$ cat config.mk
export PLATFORM = sky130hd
export DESIGN_NAME = crc_tx_arbiter
export DESIGN_NICKNAME = d
export VERILOG_FILES = /design/src/rtl/crc_tx_arbiter.sv
export SDC_FILE = /design/constraint.sdc
export NUM_CORES = 1
export LEC_CHECK = 0
export ABC_AREA = 0
export ABC_CLOCK_PERIOD_IN_PS = 3540
export CAP_MARGIN = 20
export CELL_PAD_IN_SITES_DETAIL_PLACEMENT = 1
export CELL_PAD_IN_SITES_GLOBAL_PLACEMENT = 1
export CORE_ASPECT_RATIO = 2
export CORE_MARGIN = 4
export CORE_UTILIZATION = 31
export CTS_CLUSTER_DIAMETER = 40
export CTS_CLUSTER_SIZE = 10
export DETAILED_ROUTE_END_ITERATION = 16
export PLACE_DENSITY_LB_ADDON = 0.05
export SETUP_SLACK_MARGIN = 0.15
export SYNTH_ARGS = -nofsm -noshare
export SYNTH_HDL_FRONTEND = slang
export SYNTH_SLANG_ARGS = --single-unit
$ cat constraint.sdc
create_clock -name clk -period 3.54 [get_ports clk]
set_input_delay 0.708 -clock clk [delete_from_list [all_inputs] [get_ports clk]]
set_output_delay 0.708 -clock clk [all_outputs]
set_load 0.01 [all_outputs]
$ cat src/rtl/crc_tx_arbiter.sv
// ---------------------------------------------------------------------------
// crc_tx_arbiter
//   Shares one CRC transmitter among NREQ requesters. A round-robin arbiter
//   picks one pending request, launches its 16-bit message, waits for the
//   32-bit codeword and returns it to the owner. A watchdog aborts the
//   transaction if the codeword does not arrive in time.
//
// Ports
//   clk          clock, all state changes on the rising edge
//   rst          synchronous active-high reset
//   req          per-requester request level, held until that requester's ack
//   reqData      per-requester 16-bit messages, requester i at [16i+15:16i]
//   reqAck       one-hot one-cycle pulse, transaction ended (codeword or abort)
//   txDataIn     message to the transmitter (stable for the whole transaction)
//   txDataValid  one-cycle launch strobe to the transmitter
//   txBusy       transmitter busy, blocks new launches
//   txCW         codeword from the transmitter {data, crc16}
//   txCWValid    codeword valid, only honoured while waiting
//   cwOut        registered codeword for the owner
//   cwValid      one-cycle pulse qualifying cwOut / cwOwner
//   cwOwner      index of the requester owning cwOut or the abort
//   timeoutErr   one-cycle pulse, transaction aborted by the watchdog
// ---------------------------------------------------------------------------
module crc_tx_arbiter #(
  parameter int NREQ    = 4,
  parameter int TIMEOUT = 64
) (
  input  logic                      clk,
  input  logic                      rst,
  input  logic [NREQ-1:0]           req,
  input  logic [16*NREQ-1:0]        reqData,
  output logic [NREQ-1:0]           reqAck,
  output logic [15:0]               txDataIn,
  output logic                      txDataValid,
  input  logic                      txBusy,
  input  logic [31:0]               txCW,
  input  logic                      txCWValid,
  output logic [31:0]               cwOut,
  output logic                      cwValid,
  output logic [$clog2(NREQ)-1:0]   cwOwner,
  output logic                      timeoutErr
);

  localparam int IDW = $clog2(NREQ);
  localparam int WDW = $clog2(TIMEOUT);

  typedef enum logic [1:0] {
    IDLE    = 2'd0,
    LAUNCH  = 2'd1,
    WAIT    = 2'd2,
    DELIVER = 2'd3
  } state_t;

  state_t           state_reg;
  state_t           state_next;

  logic [IDW-1:0]   owner_reg;
  logic [IDW-1:0]   last_grant_reg;
  logic [15:0]      data_reg;
  logic [31:0]      cw_reg;
  logic [WDW-1:0]   wd_reg;
  logic             abort_reg;

  logic [15:0]      req_words [NREQ];
  logic             grant_valid;
  logic [IDW-1:0]   grant_idx;
  logic             launch_go;
  logic             wd_expire;
  logic             ack_en;

  // Unpack the flat message bus into one word per requester.
  for (genvar gi = 0; gi < NREQ; gi++) begin : g_words
    assign req_words[gi] = reqData[16*gi +: 16];
  end

  // Requester index reached by stepping 'offset' places past 'base', wrapping
  // at NREQ (NREQ need not be a power of two).
  function automatic logic [IDW-1:0] rr_index(input logic [IDW-1:0] base,
                                              input int offset);
    rr_index = IDW'((int'(base) + offset) % NREQ);
  endfunction

  // Round-robin search: the requester just served is looked at last.
  always_comb begin
    grant_valid = 1'b0;
    grant_idx   = '0;
    for (int k = 1; k <= NREQ; k++) begin
      if (!grant_valid && req[rr_index(last_grant_reg, k)]) begin
        grant_valid = 1'b1;
        grant_idx   = rr_index(last_grant_reg, k);
      end
    end
  end

  // The cycle that carries an abort ack does not arbitrate, so a requester
  // still holding req while it sees its ack cannot be relaunched by mistake.
  assign launch_go = (state_reg == IDLE) && grant_valid && !txBusy && !abort_reg;

  // True on the edge where the watchdog would reach TIMEOUT-1; a codeword
  // arriving in the same cycle takes priority over the abort.
  assign wd_expire = (state_reg == WAIT) && !txCWValid &&
                     ((wd_reg + 1'b1) == WDW'(TIMEOUT - 1));

  // ---------------- FSM: state register ----------------
  always_ff @(posedge clk) begin
    if (rst) begin
      state_reg <= IDLE;
    end else begin
      state_reg <= state_next;
    end
  end

  // ---------------- FSM: next-state logic ----------------
  always_comb begin
    state_next = state_reg;
    case (state_reg)
      IDLE:    if (launch_go) state_next = LAUNCH;
      LAUNCH:  state_next = WAIT;
      WAIT: begin
        if (txCWValid)      state_next = DELIVER;
        else if (wd_expire) state_next = IDLE;
      end
      DELIVER: state_next = IDLE;
      default: state_next = IDLE;
    endcase
  end

  // ---------------- FSM: outputs (decoded from registered state) ----------
  always_comb begin
    txDataValid = 1'b0;
    cwValid     = 1'b0;
    timeoutErr  = 1'b0;
    ack_en      = 1'b0;
    case (state_reg)
      LAUNCH:  txDataValid = 1'b1;
      DELIVER: begin
        cwValid = 1'b1;
        ack_en  = 1'b1;
      end
      default: ;
    endcase
    if (abort_reg) begin
      timeoutErr = 1'b1;
      ack_en     = 1'b1;
    end
  end

  for (genvar gi = 0; gi < NREQ; gi++) begin : g_ack
    assign reqAck[gi] = ack_en && (owner_reg == IDW'(gi));
  end

  assign txDataIn = data_reg;
  assign cwOut    = cw_reg;
  assign cwOwner  = owner_reg;

  // ---------------- datapath ----------------
  always_ff @(posedge clk) begin
    if (rst) begin
      owner_reg      <= '0;
      last_grant_reg <= IDW'(NREQ - 1);
      data_reg       <= '0;
      cw_reg         <= '0;
      wd_reg         <= '0;
      abort_reg      <= 1'b0;
    end else begin
      abort_reg <= wd_expire;
      case (state_reg)
        IDLE: begin
          // Winner data is captured once, so later reqData changes cannot
          // reach the transmitter mid-transaction.
          if (launch_go) begin
            owner_reg <= grant_idx;
            data_reg  <= req_words[grant_idx];
          end
        end
        LAUNCH: wd_reg <= '0;
        WAIT: begin
          wd_reg <= wd_reg + 1'b1;
          if (txCWValid) begin
            cw_reg <= txCW;
          end else if (wd_expire) begin
            // An aborted owner also goes to the back of the queue.
            last_grant_reg <= owner_reg;
          end
        end
        DELIVER: last_grant_reg <= owner_reg;
        default: ;
      endcase
    end
  end

endmodule

[Word level (Yosys, flattened, before mapping)]
Index checks and enable logic that the tools add are counted.
Storage, ports and cells
  bits in latches: 0
  ROM bits: 0
  output and inout port bits: 57
  memory bits (writable): 0
  logic and storage cells: 86
  input port bits: 104
  memories: 0
  flip-flop bits (word level): 61
Cells by class
  bitwise gates (word level): 1
  magnitude comparators: 5
  shift-type cells: 0
  $mul: 0
  muxes and demuxes: 31
  divide/modulo/power cells: 0
  equal/unequal tests: 11
  add/subtract/negate cells: 5
  reduce and logical (&&, ||, !) cells: 26
Operators by type and width (number)
  binary-select mux 16 bit (select 2 bit): 1
  2-to-1 mux 16 bit: 2
  2-to-1 mux 2 bit: 9
  logical AND 1 bit: 12
  less-than comparator 2 x 3 -> 1 bit, second input constant: 4
  2-to-1 mux 1 bit: 12
  one-hot mux 6 bit (2 select lines): 1
  binary-select mux 1 bit (select 2 bit): 4
  equality test 2 bit, second input constant: 4
  one-hot mux 2 bit (4 select lines): 1
  adder 6 x 1 -> 6 bit, second input constant: 1
  equality test 6 bit, second input constant: 1
  logical NOT 1 bit: 6
  != test 2 bit, second input constant: 3
  AND reduction 2 bit: 3
  adder 2 x 1 -> 2 bit, second input constant: 2
  adder 2 bit, second input constant: 2
  equality test 2 x 1 -> 1 bit, second input constant: 2
  logical NOT 2 bit: 2
  one-hot mux 2 bit (2 select lines): 1
  nonzero test 2 bit: 2
  >= comparator 3 bit, second input constant: 1
  != test 3 bit, second input constant: 1
  NOT 2 -> 3 bit: 1
  AND reduction 3 bit: 1

[Longest topological paths before layout]
Gate-level depths: netlist of the first run.
  depth after elaboration: 18
  depth in mapped cells: 9
  mapped depth without buffers: 7

[Worst setup path after synthesis of the first run]
OpenSTA, ideal clock, no wires.
  kind: input port to flip-flop
  from: input port txBusy
  to: register data_reg[13], in the netlist txDataIn[13]
  data arrival time: 1.825 ns
  library setup time: 0.079 ns
  buffers on the path: 2
  required time: 3.461 ns
  stages: 6
  path slack: 1.636 ns
  cell sequence: or4_1 > buf_6 > buf_8 > nor3b_1 > mux2i_1 > o211ai_1
Between the ends
  longest elaborated chain between the ends: 4
Ends and longest elaborated chain
  from (decl): RTL line 35  | input logic txBusy,
  logical NOT 1 bit: RTL line 97  | assign launch_go = (state_reg == IDLE) && grant_valid && !txBusy && !abort_reg;
  logical AND 1 bit (2 in series): RTL line 97
  AND reduction 2 bit (no source line)
  to (signal assigned): RTL line 173  | data_reg <= req_words[grant_idx];
  to (decl): RTL line 59  | logic [15:0] data_reg;
Every way passes these cells.
A chain may end at the register's enable or synchronous reset.

[Final worst setup path of the first run]
  from: register state_reg[1]
  to: output port reqAck[3]
Between the ends
  longest elaborated chain between the ends: 4
Ends and longest elaborated chain
  from (decl): RTL line 54  | state_t state_reg;
  from (signal assigned): RTL line 109  | state_reg <= state_next;
  equality test 2 bit: RTL line 134  | case (state_reg)
  2-to-1 mux 1 bit: RTL line 134
  2-to-1 mux 1 bit: RTL line 142  | if (abort_reg) begin
  logical AND 1 bit: RTL line 149  | assign reqAck[gi] = ack_en && (owner_reg == IDW'(gi));
  to (decl): RTL line 32  | output logic [NREQ-1:0] reqAck,
Every way passes these cells.

==> results of run 1 <==
## metrics by stage
step	setup slack (ns)	hold slack, ns	utilization, %	std cells
after floorplan	1.64	0.481	-	379
after global placement	0.808	0.442	48.4	655
after detailed placement	0.688	0.449	48.4	655
after CTS	1.02	0.457	51.6	671
after global routing	0.854	0.475	51.6	671
final	1.05	0.453	51.6	671
## routing by layer
| layer | GRT usage (%) | wire length [um] | vias to the layer above |
|---|---|---|---|
| met5 | 0 | 0 | - |
| met4 | 7.28 | 184 | 0 |
| li1 | - | - | 1614 |
| met1 | 18.1 | 4130 | 1557 |
| met2 | 35.1 | 6040 | 110 |
| met3 | 4.67 | 639 | 13 |
## cells in the mapped netlist (all sizes together)
master,number
or3,1
xnor2,1
a21o,1
nor3b,33
buf,17
nand2,86
or4,1
a211oi,2
a31oi,1
o211a,1
nor2,17
o22ai,1
o31ai,2
xor2,1
clkbuf,9
a22oi,1
and2,1
o21ai,6
and3,3
and3b,1
nand3,4
nor4,2
nor3,7
mux2i,37
nor2b,2
o211ai,16
dfxtp,61
inv,8
o21a,1
nand2b,4
ha,7
a21oi,39
nand3b,2
mux2,1
a311o,1
o2111ai,1
## worst register-to-register path: cells and delay by family, from the launching register on
kind	cells	cell delay, ns
AOI/OAI and AO/OA	1	0.40
adders and majority gates	1	0.19
buffers and inverters	1	0.14
DFF	1	0.32
and+or+nand+nor	3	0.97
## cell usage in the layout (no fill, tap or decap), types with 2 or more instances in the layout
cell type and n:
clkdlybuf4s50_1 159, nand2_1 86, dfxtp_1 61, a21oi_1 38, mux2i_1 37, nor3b_1 27
nor2_1 17, o211ai_1 16, clkbuf_16 9, inv_1 8, ha_1 7, nor3_1 6
nor3b_2 6, buf_4 6, o21ai_0 5, nand3_1 4, nand2b_1 4, and3_1 3
nor2b_1 2, o31ai_1 2, nand3b_1 2, a211oi_1 2, clkinv_2 2, bufinv_16 2
## final timing paths
kind,from,endpoint,cells after the start
min reg2reg,cwOut[22]$_SDFFE_PP0P_,cwOut[22]$_SDFFE_PP0P_,2
max,state_reg[1]$_SDFFE_PP0P_,reqAck[3],4
min,cwOut[22]$_SDFFE_PP0P_,cwOut[22]$_SDFFE_PP0P_,2
max reg2reg,state_reg[0]$_SDFFE_PP0P_,txDataIn[4]$_SDFFE_PP0P_,6
## power by group
part	switching [W]	internal, W	leakage, nW
clock	0.000314	0.000633	0.158
combinational	0.000400	0.000419	1.31
sequential	0.0000586	0.000778	0.495
## final cells by class
cell class / count / area, um2 / area share (%)
inverters: 8 / 30.0 / 0.577
multi-input cells: 284 / 1800 / 34.5
clock inverters: 6 / 86.3 / 1.66
clock buffers: 10 / 239 / 4.59
repair buffers: 167 / 1660 / 31.9
well taps: 135 / 169 / 3.25
flip-flops and latches: 61 / 1220 / 23.5
## kinds of logic (layout without fill, tap and decap cells)
kind of cell	Yosys count	count (layout)	synth area share [%]
muxes	38	38	11.9
xor gates and xnor gates	2	2	0.547
adders and majority gates	7	7	2.73
DFF	61	61	38.1
AOI/OAI and AO/OA	73	73	14.3
and+or+nand+nor	164	164	26.3
buffers and inverters	34	191	6.05
==> metrics, run 1 <==
summed area of non-filler cells in the final layout 5200 um2; H-Tree Level Count 3; final-report max-slew violation count 0; ports placed on the boundary 161; post-DP HPWL 8360 um; overflow left after global routing 0; first-pass GRT wire length 17,200 um; worst reg-to-reg setup slack ~1.4 ns; worst setup path category reg -> out; Final TNS setup 0 ns; clock root buffer master clkbuf_16; die width 79.9 um; cts bufs inserted 9; latest clock arrival within the worst-skew pair 0.33 ns; library cell occupying the most area in the post-synthesis netlist dfxtp_1; slowest cell on the critical path clkdlybuf4s50_1; number of iterations in the first detailed-routing pass 4; combined area of all synthesized cells 3200 um2; number of nets with antenna violations after routing 0; post-route total power 0.00260 W; DRC marker count from the first detailed-route iteration 51; count of buffering cells on the critical path with inverters included 1; TritonCTS clock tree done; run status complete, no violations; floorplan core area 10,100 um2; clock skew roughly 0.0078 ns; Worst-path clk slew about 0.050 ns; via count of the first global-routing pass 3,466; n_diodes 0; Final #Nets 642; worst hold path type reg -> reg; number of design rule violations left after detail routing 0; fill cell instance count of the final layout roughly 1,200; number of failing setup endpoints in the final timing report 0; vertical die dimension 152 um; transition time of the tightest slew-check pin 0.728 ns; post-CTS sizing 0; Max-slew headroom 51.3%; via count 3,294; Synth Instances ~380; pin count of the biggest net entering global routing 40; Layout area overhead 62.4%; GR Util All Layers roughly 18%; wire length per cell 16.4 um; cell-by-cell trace of the critical path ha_1 -> o21ai_0 -> nor2_1 -> clkdlybuf4s50_1; Syn. warnings 0; number of flip-flops under the largest register name 32; ratio of total power to cell area 500 nW/um2; number of input and output port buffers inserted 160; setup repair after global routing missed its margin false; portion of the post-synthesis area used by sequential elements 38.1%; share of layout cells above drive strength 1 under 10%; Hold Vio Cnt, Final 0; initial antenna violation count 0; average footprint of a synthesized cell 8.45 um2; Period minus WS final 2.49 ns; ratio of final minimum period to clock period a little over two thirds; via count normalized by instance count roughly 4.9; area share of the largest cell type after synthesis a little under two fifths; critical-path maximum fanout 5; number of placement rows 52; number of synthesized register bits 61; required time at the endpoint of the critical path about 2.8 ns; initial cell density of the core a little under a third; number of buffers inserted to repair setup after CTS 0; kind of end point of the critical path output pin; max-cap violation count 0; top cell family by delay on the critical path buffers and inverters; peak supply drop 0.311 mV; net count after synthesis 490; leakage power figure 1.96 nW; placed standard-cell area about 4900 um2; Fmax roughly 400 MHz; die outline area roughly 12,000 um2; largest stage delay on the critical path between 0.5 and 0.6 ns; CTS sink count between 60 and 70; number of distinct library cells after synthesis 45; data arrival time at the worst-slack endpoint 1.78 ns; hold_buf cts 0; top post-synthesis cells by area dfxtp_1, mux2i_1, nand2_1; Critical Path Start Type register; total wire length approximately 11,000 um; routability congestion estimate 0.810; maximum clock path buffer count 2
Note: power is estimated with default switching activity, not from simulation.
==> run 2: changes to the inputs <==
--- a/config.mk
+++ b/config.mk
@@ -6,13 +6,13 @@
 export NUM_CORES = 1
 export LEC_CHECK = 0
 export ABC_AREA = 0
-export ABC_CLOCK_PERIOD_IN_PS = 3540
+export ABC_CLOCK_PERIOD_IN_PS = 2400
 export CAP_MARGIN = 20
 export CELL_PAD_IN_SITES_DETAIL_PLACEMENT = 1
 export CELL_PAD_IN_SITES_GLOBAL_PLACEMENT = 1
 export CORE_ASPECT_RATIO = 2
 export CORE_MARGIN = 4
-export CORE_UTILIZATION = 31
+export CORE_UTILIZATION = 28
 export CTS_CLUSTER_DIAMETER = 40
 export CTS_CLUSTER_SIZE = 10
 export DETAILED_ROUTE_END_ITERATION = 16
==> constraint.sdc (replaced) <==
create_clock -name clk -period 2.4 [get_ports clk]
set_input_delay 0.48 -clock clk [delete_from_list [all_inputs] [get_ports clk]]
set_output_delay 0.48 -clock clk [all_outputs]
set_load 0.01 [all_outputs]
==> run 2 against run 1 <==
Net effect:
- die area is 9.9% higher
- global-route usage decreased by 2.0 points
- sequential power rose by 47%
- sequential share of layout area decreased by 0.43 points
- power up 52%
- combinational power is 51% higher
- hold slack is essentially flat
- worst setup slack lost 0.81 ns
- first-iteration DRC count is 47% higher
- clock skew shrank 0.0019 ns
- critical path depth unchanged
- critical endpoint is now reqAck[1]
- largest cell class unchanged
- largest power group unchanged
==> metrics, run 2 (synthesized netlist as in run 1, its figures left out) <==
share of layout cells above drive strength 1 7.56% (+1.0 points); leakage power figure 2.05 nW (+4.4%); wire length per cell 15.9 um (-3.1%); number of input and output port buffers inserted 160 (unchanged); launch instance of the worst register-to-register path state_reg[0]$_SDFFE_PP0P_; worst setup path category reg -> out; hold_buf cts 0 (unchanged); total wire length 10,900 um (-1.2%); routability congestion estimate 0.763 (-5.7%); latest clock arrival within the worst-skew pair 0.32 ns (about the same); Fmax 464 MHz; floorplan core area 11,300 um2 (+12%); via count normalized by instance count 4.78 (-2.6%); Cells on Worst Hold Path 2 (unchanged); worst reg-to-reg setup slack 0.46 ns (-0.97 ns); Hold Vio Cnt, Final 0 (unchanged); via count 3,270 (-0.73%); clock skew 0.00588 ns (-0.00193 ns); transition time of the tightest slew-check pin 0.523 ns (-0.205 ns); number of nets with antenna violations after routing 0 (unchanged); vertical die dimension 159 um (+4.9%); die outline area 13,300 um2 (+9.9%); max-cap violation count 0 (unchanged); number of flip-flops under the largest register name 32 (unchanged); summed area of non-filler cells in the final layout 5310 um2 (+2.0%); ports placed on the boundary 161 (unchanged); Finished Layout Cells 684 (+1.9%); RR Endpoint state_reg[1]$_SDFFE_PP0P_; cts bufs inserted 9 (unchanged); initial antenna violation count 0 (unchanged); Final #Nets 648 (+0.93%); pin count of the biggest net entering global routing 49 (+23%); ratio of total power to cell area 748 nW/um2 (+49%); peak supply drop 0.425 mV (+37%); number of buffers inserted to repair setup after CTS 0 (unchanged); ratio of final minimum period to clock period between 80% and 90%; Layout area overhead 65.6%; n_diodes 0 (unchanged); TritonCTS clock tree done; fill cell instance count of the final layout 1,368 (+13%); number of iterations in the first detailed-routing pass 4 (unchanged); H-Tree Level Count 3 (unchanged); Worst Min Path Start cwOut[17]$_SDFFE_PP0P_; Worst-path clk slew 0.05 ns (about the same); first-pass GRT wire length 17,600 um (+1.9%); die width 83.6 um (+4.7%); GR Util All Layers 16.3% (-2.0 points); post-CTS sizing 3 (+3); number of failing setup endpoints in the final timing report 0 (unchanged); Final TNS setup 0 ns (unchanged); DRC marker count from the first detailed-route iteration 75 (+47%); cell total after placement 668 (+2.0%); final-report max-slew violation count 0 (unchanged); required time at the endpoint of the critical path 1.92 ns (-0.91 ns); run status complete, no violations; Max-slew headroom 65.1% (+14 points); number of cells traversed by the worst register-to-register path 7 (+1); end point of the most critical hold path cwOut[17]$_SDFFE_PP0P_; data arrival time at the worst-slack endpoint 1.68 ns (-0.10 ns); number of design rule violations left after detail routing 0 (unchanged); placed standard-cell area 4960 um2 (+1.6%); Period minus WS final roughly 2.2 ns; overflow left after global routing 0 (unchanged); via count of the first global-routing pass 3,430 (-1.0%); worst hold path type reg -> reg; initial cell density of the core 28.4% (-3.4 points); kind of end point of the critical path output pin; number of placement rows 55 (+5.8%); post-DP HPWL 8220 um (-1.7%); most frequent cells in the layout clkdlybuf4s50_1, nand2_1, dfxtp_1, a21oi_1, mux2i_1; critical-path maximum fanout 4 (-1); CTS sink count 61 (unchanged); Critical Path Start Type register; clock root buffer master clkbuf_16; maximum clock path buffer count 2 (unchanged); leading cell type in the layout, fill and taps excluded clkdlybuf4s50_1; setup repair after global routing missed its margin false
## run 2: worst max-delay path, cell delays in order (launching register included)
cell and delay (ns):
dfxtp_1 0.36, ha_2 0.23, nor2_1 0.06, nor3_1 0.14, clkdlybuf4s50_1 0.57
## run 2: how the worst max path moves through the flow
stage / depth (start not counted) / slack [ns] / from / endpoint
final: 4 / 0.24 / state_reg[0]$_SDFFE_PP0P_ / reqAck[1]
after global routing: 4 / 0.15 / state_reg[0]$_SDFFE_PP0P_ / reqAck[1]
after CTS: 4 / 0.18 / state_reg[0]$_SDFFE_PP0P_ / reqAck[0]
after detailed placement: 7 / 0.05 / req[1] / txDataIn[1]$_SDFFE_PP0P_
after global placement: 8 / 0.12 / req[3] / txDataIn[3]$_SDFFE_PP0P_
after floorplan: 9 / 0.66 / state_reg[0]$_SDFFE_PP0P_ / txDataIn[13]$_SDFFE_PP0P_
## run 2: power breakdown
part	internal [W]	switching [W]	leakage, nW
Sequential	0.00115	0.0000859	0.495
Combinational	0.000650	0.000595	1.39
Clock	0.00104	0.000447	0.167
## run 2: metal layers
metal,global-route usage (%),vias to the layer above,wire [um],share of wire (%)
met5,0,-,0,0
met4,5.27,0,134,1.2
met3,4.45,6,643,5.9
met2,31.2,96,6000,55
met1,16.6,1543,4090,38
li1,-,1625,-,-
## run 2: area by class of cell
class,instances,area [um2],share of cell area [%]
multi-input cells,284,1800,33.9
clock inverters,4,95.1,1.79
flip-flops and latches,61,1220,23.0
well taps,142,178,3.35
clock buffers,12,246,4.65
inverters,8,30.0,0.566
repair buffers,173,1740,32.7
## run 2: stage by stage
stage               worst slack [ns]  utilization [%]  hold slack [ns]  power [W]
finish                         0.244             47.0            0.453    0.00397
global route                   0.154             47.0            0.479    0.00421
CTS                            0.175             47.0            0.457    0.00406
detailed placement            0.0522             43.9            0.449    0.00253
global placement               0.121             43.9            0.442    0.00249
floorplan                      0.664                -            0.481    0.00192
==> run 3: changes to the inputs <==
--- a/config.mk
+++ b/config.mk
@@ -6,11 +6,9 @@
 export NUM_CORES = 1
 export LEC_CHECK = 0
 export ABC_AREA = 0
-export ABC_CLOCK_PERIOD_IN_PS = 2400
 export CAP_MARGIN = 20
 export CELL_PAD_IN_SITES_DETAIL_PLACEMENT = 1
 export CELL_PAD_IN_SITES_GLOBAL_PLACEMENT = 1
-export CORE_ASPECT_RATIO = 2
 export CORE_MARGIN = 4
 export CORE_UTILIZATION = 28
 export CTS_CLUSTER_DIAMETER = 40
==> run 3 against run 2 <==
Net effect:
- clock skew down 0.0010 ns
- non-clock buffer count down 1
- sequential cell count unchanged
- maximum frequency up 0.56%
- sequential share of layout area about the same
==> metrics, run 3 (synthesized netlist as in run 1, its figures left out) <==
Hold Vio Cnt, Final 0 (unchanged); die outline area 13,200 um2 (-0.78%); hold_buf cts 0 (unchanged); run status complete, no violations; GR Util All Layers 16.1% (-0.13 points); latest clock arrival within the worst-skew pair 0.32 ns (about the same); cell total after placement 665 (-0.45%); worst setup path category reg -> out; switching power as a share of total power 30.1% (+1.7 points); placed standard-cell area 4970 um2 (+0.30%); count of buffering cells on the critical path with inverters included 1 (unchanged); Period minus WS final 2.14 ns (-0.0120 ns); Worst Min Path Start cwOut[9]$_SDFFE_PP0P_; number of placement rows 38 (-31%); data arrival time at the worst-slack endpoint 1.66 ns (-0.02 ns); transition time of the tightest slew-check pin 0.531 ns (+0.00765 ns); Fmax 466 MHz (+0.56%); post-DP HPWL 8370 um (+1.9%); summed area of non-filler cells in the final layout 5300 um2 (about the same); largest stage delay on the critical path 0.57 ns (about the same); ratio of final minimum period to clock period 89.4% (-0.50 points); final-report max-slew violation count 0 (unchanged); Worst-path clk slew 0.05 ns (about the same); initial cell density of the core 29.0% (+0.66 points); kind of end point of the critical path output pin; pin count of the biggest net entering global routing 49 (unchanged); vertical die dimension 115 um (-28%); number of design rule violations left after detail routing 0 (unchanged); H-Tree Level Count 3 (unchanged); Critical Path Start Type register; max-cap violation count 0 (unchanged); Finished Layout Cells 680 (-0.58%); share of layout cells above drive strength 1 7.59% (+0.028 points); switching power summed over all nets 0.00117 W (+3.5%); via count 3,302 (+0.98%); sequential cell fraction of total power 31.9% (+0.8 points); clock skew 0.00487 ns (-0.00101 ns); worst hold path type reg -> reg; Max-slew headroom 64.6% (-0.51 points); leading cell type in the layout, fill and taps excluded clkdlybuf4s50_1; end point of the most critical hold path cwOut[9]$_SDFFE_PP0P_; number of cells traversed by the worst register-to-register path 7 (unchanged); overflow left after global routing 0 (unchanged); number of buffers inserted to repair setup after CTS 0 (unchanged); number of input and output port buffers inserted 160 (unchanged); number of flip-flops under the largest register name 32 (unchanged); number of failing setup endpoints in the final timing report 0 (unchanged); cell-by-cell trace of the critical path ha_4 -> nor2_1 -> nor3_1 -> clkdlybuf4s50_1; die width 115 um (+37%); peak supply drop 0.352 mV (-17%); routability congestion estimate 0.759 (-0.51%); part of the total power dissipated in combinational logic 32.8% (+1.4 points); via count normalized by instance count 4.86 (+1.6%); top cell family by delay on the critical path buffers and inverters; setup repair after global routing missed its margin true; n_diodes 0 (unchanged); leakage power figure 2.02 nW (-1.7%); clock power share 35.3% (-2.2 points); worst reg-to-reg setup slack 0.42 ns (-0.04 ns); most frequent cells in the layout clkdlybuf4s50_1, nand2_1, dfxtp_1, a21oi_1, mux2i_1; Layout area overhead 65.5% (about the same); clock root buffer master clkbuf_16; DRC marker count from the first detailed-route iteration 80 (+6.7%); number of iterations in the first detailed-routing pass 4 (unchanged); internal power 0.00271 W (-4.5%); Cells on Worst Hold Path 2 (unchanged); ratio of total power to cell area 732 nW/um2 (-2.1%); Final #Nets 647 (-0.15%); floorplan core area 11,000 um2 (-2.3%); ports placed on the boundary 161 (unchanged); RR Endpoint state_reg[1]$_SDFFE_PP0P_; number of nets with antenna violations after routing 0 (unchanged); first-pass GRT wire length 17,300 um (-1.7%); total wire length 11,100 um (+2.0%); launch instance of the worst register-to-register path state_reg[0]$_SDFFE_PP0P_; CTS sink count 61 (unchanged); required time at the endpoint of the critical path 1.92 ns (about the same); Final TNS setup 0 ns (unchanged); cts bufs inserted 9 (unchanged); slowest cell on the critical path clkdlybuf4s50_1; TritonCTS clock tree done; maximum clock path buffer count 2 (unchanged); via count of the first global-routing pass 3,539 (+3.2%); critical-path maximum fanout 4 (unchanged); wire length per cell 16.3 um (+2.6%); initial antenna violation count 0 (unchanged)
## run 3: how the worst max path moves through the flow
stage	slack, ns	depth (start not counted)	start	endpoint
5_1_grt	0.13	7	state_reg[0]$_SDFFE_PP0P_	state_reg[0]$_SDFFE_PP0P_
2_1_floorplan	0.66	9	state_reg[0]$_SDFFE_PP0P_	txDataIn[13]$_SDFFE_PP0P_
3_5_place_dp	0.02	7	req[3]	txDataIn[7]$_SDFFE_PP0P_
3_3_place_gp	0.11	7	req[3]	txDataIn[7]$_SDFFE_PP0P_
4_1_cts	0.15	4	state_reg[1]$_SDFFE_PP0P_	reqAck[1]
6_report	0.26	4	state_reg[0]$_SDFFE_PP0P_	reqAck[0]
## run 3: worst register-to-register path: stages, from the launching register on
cell       delay, ns
dfxtp_1         0.41
inv_1           0.13
ha_1            0.35
and3b_1         0.22
mux2i_1         0.14
o2111ai_1       0.19
or3_1           0.36
a21oi_1         0.12
## run 3: stage by stage
| step | util [%] | hold WS [ns] | setup WS, ns | total power [W] |
|---|---|---|---|---|
| floorplan | - | 0.481 | 0.664 | 0.00192 |
| global placement | 45.1 | 0.441 | 0.110 | 0.00250 |
| detailed placement | 45.1 | 0.451 | 0.0218 | 0.00254 |
| CTS | 47.9 | 0.459 | 0.151 | 0.00394 |
| global route | 48.0 | 0.481 | 0.127 | 0.00412 |
| finish | 48.0 | 0.456 | 0.256 | 0.00388 |
## run 3: cell type report
cell class | instances | area (um2)
Tap cell | 140 | 175
Sequential cell | 61 | 1220
Multi-Input combinational cell | 284 | 1810
Inverter | 8 | 30.0
Timing Repair Buffer | 172 | 1750
Clock inverter | 6 | 88.8
Clock buffer | 9 | 225
Fill cell | 1283 | 5730
## run 3: what timing repair did
item | in CTS | in global routing
resized for setup | 2 | 3
endpoints found under the hold margin | 0 | 0
pin swaps | 0 | 1
setup endpoints to repair | 4 | 3
## run 3: per-layer routing
metal | track usage [%] | part of all wire [%] | wire length (um) | vias to the layer above
met5 | 0 | 0 | 0 | -
met4 | 4.69 | 1.2 | 136 | 0
met3 | 5.37 | 8.6 | 953 | 11
met2 | 27.8 | 47 | 5260 | 110
met1 | 19.0 | 43 | 4730 | 1555
li1 | - | - | - | 1626
## run 3: power groups by stage
| stage | clock network [W] | registers (W) | logic (W) |
|---|---|---|---|
| floorplan | 0 | 0.00129 | 0.000624 |
| global placement | 0 | 0.00124 | 0.00126 |
| detailed placement | 0 | 0.00125 | 0.00129 |
| CTS | 0.00141 | 0.00123 | 0.00129 |
| global route | 0.00146 | 0.00126 | 0.00140 |
| finish | 0.00137 | 0.00124 | 0.00127 |
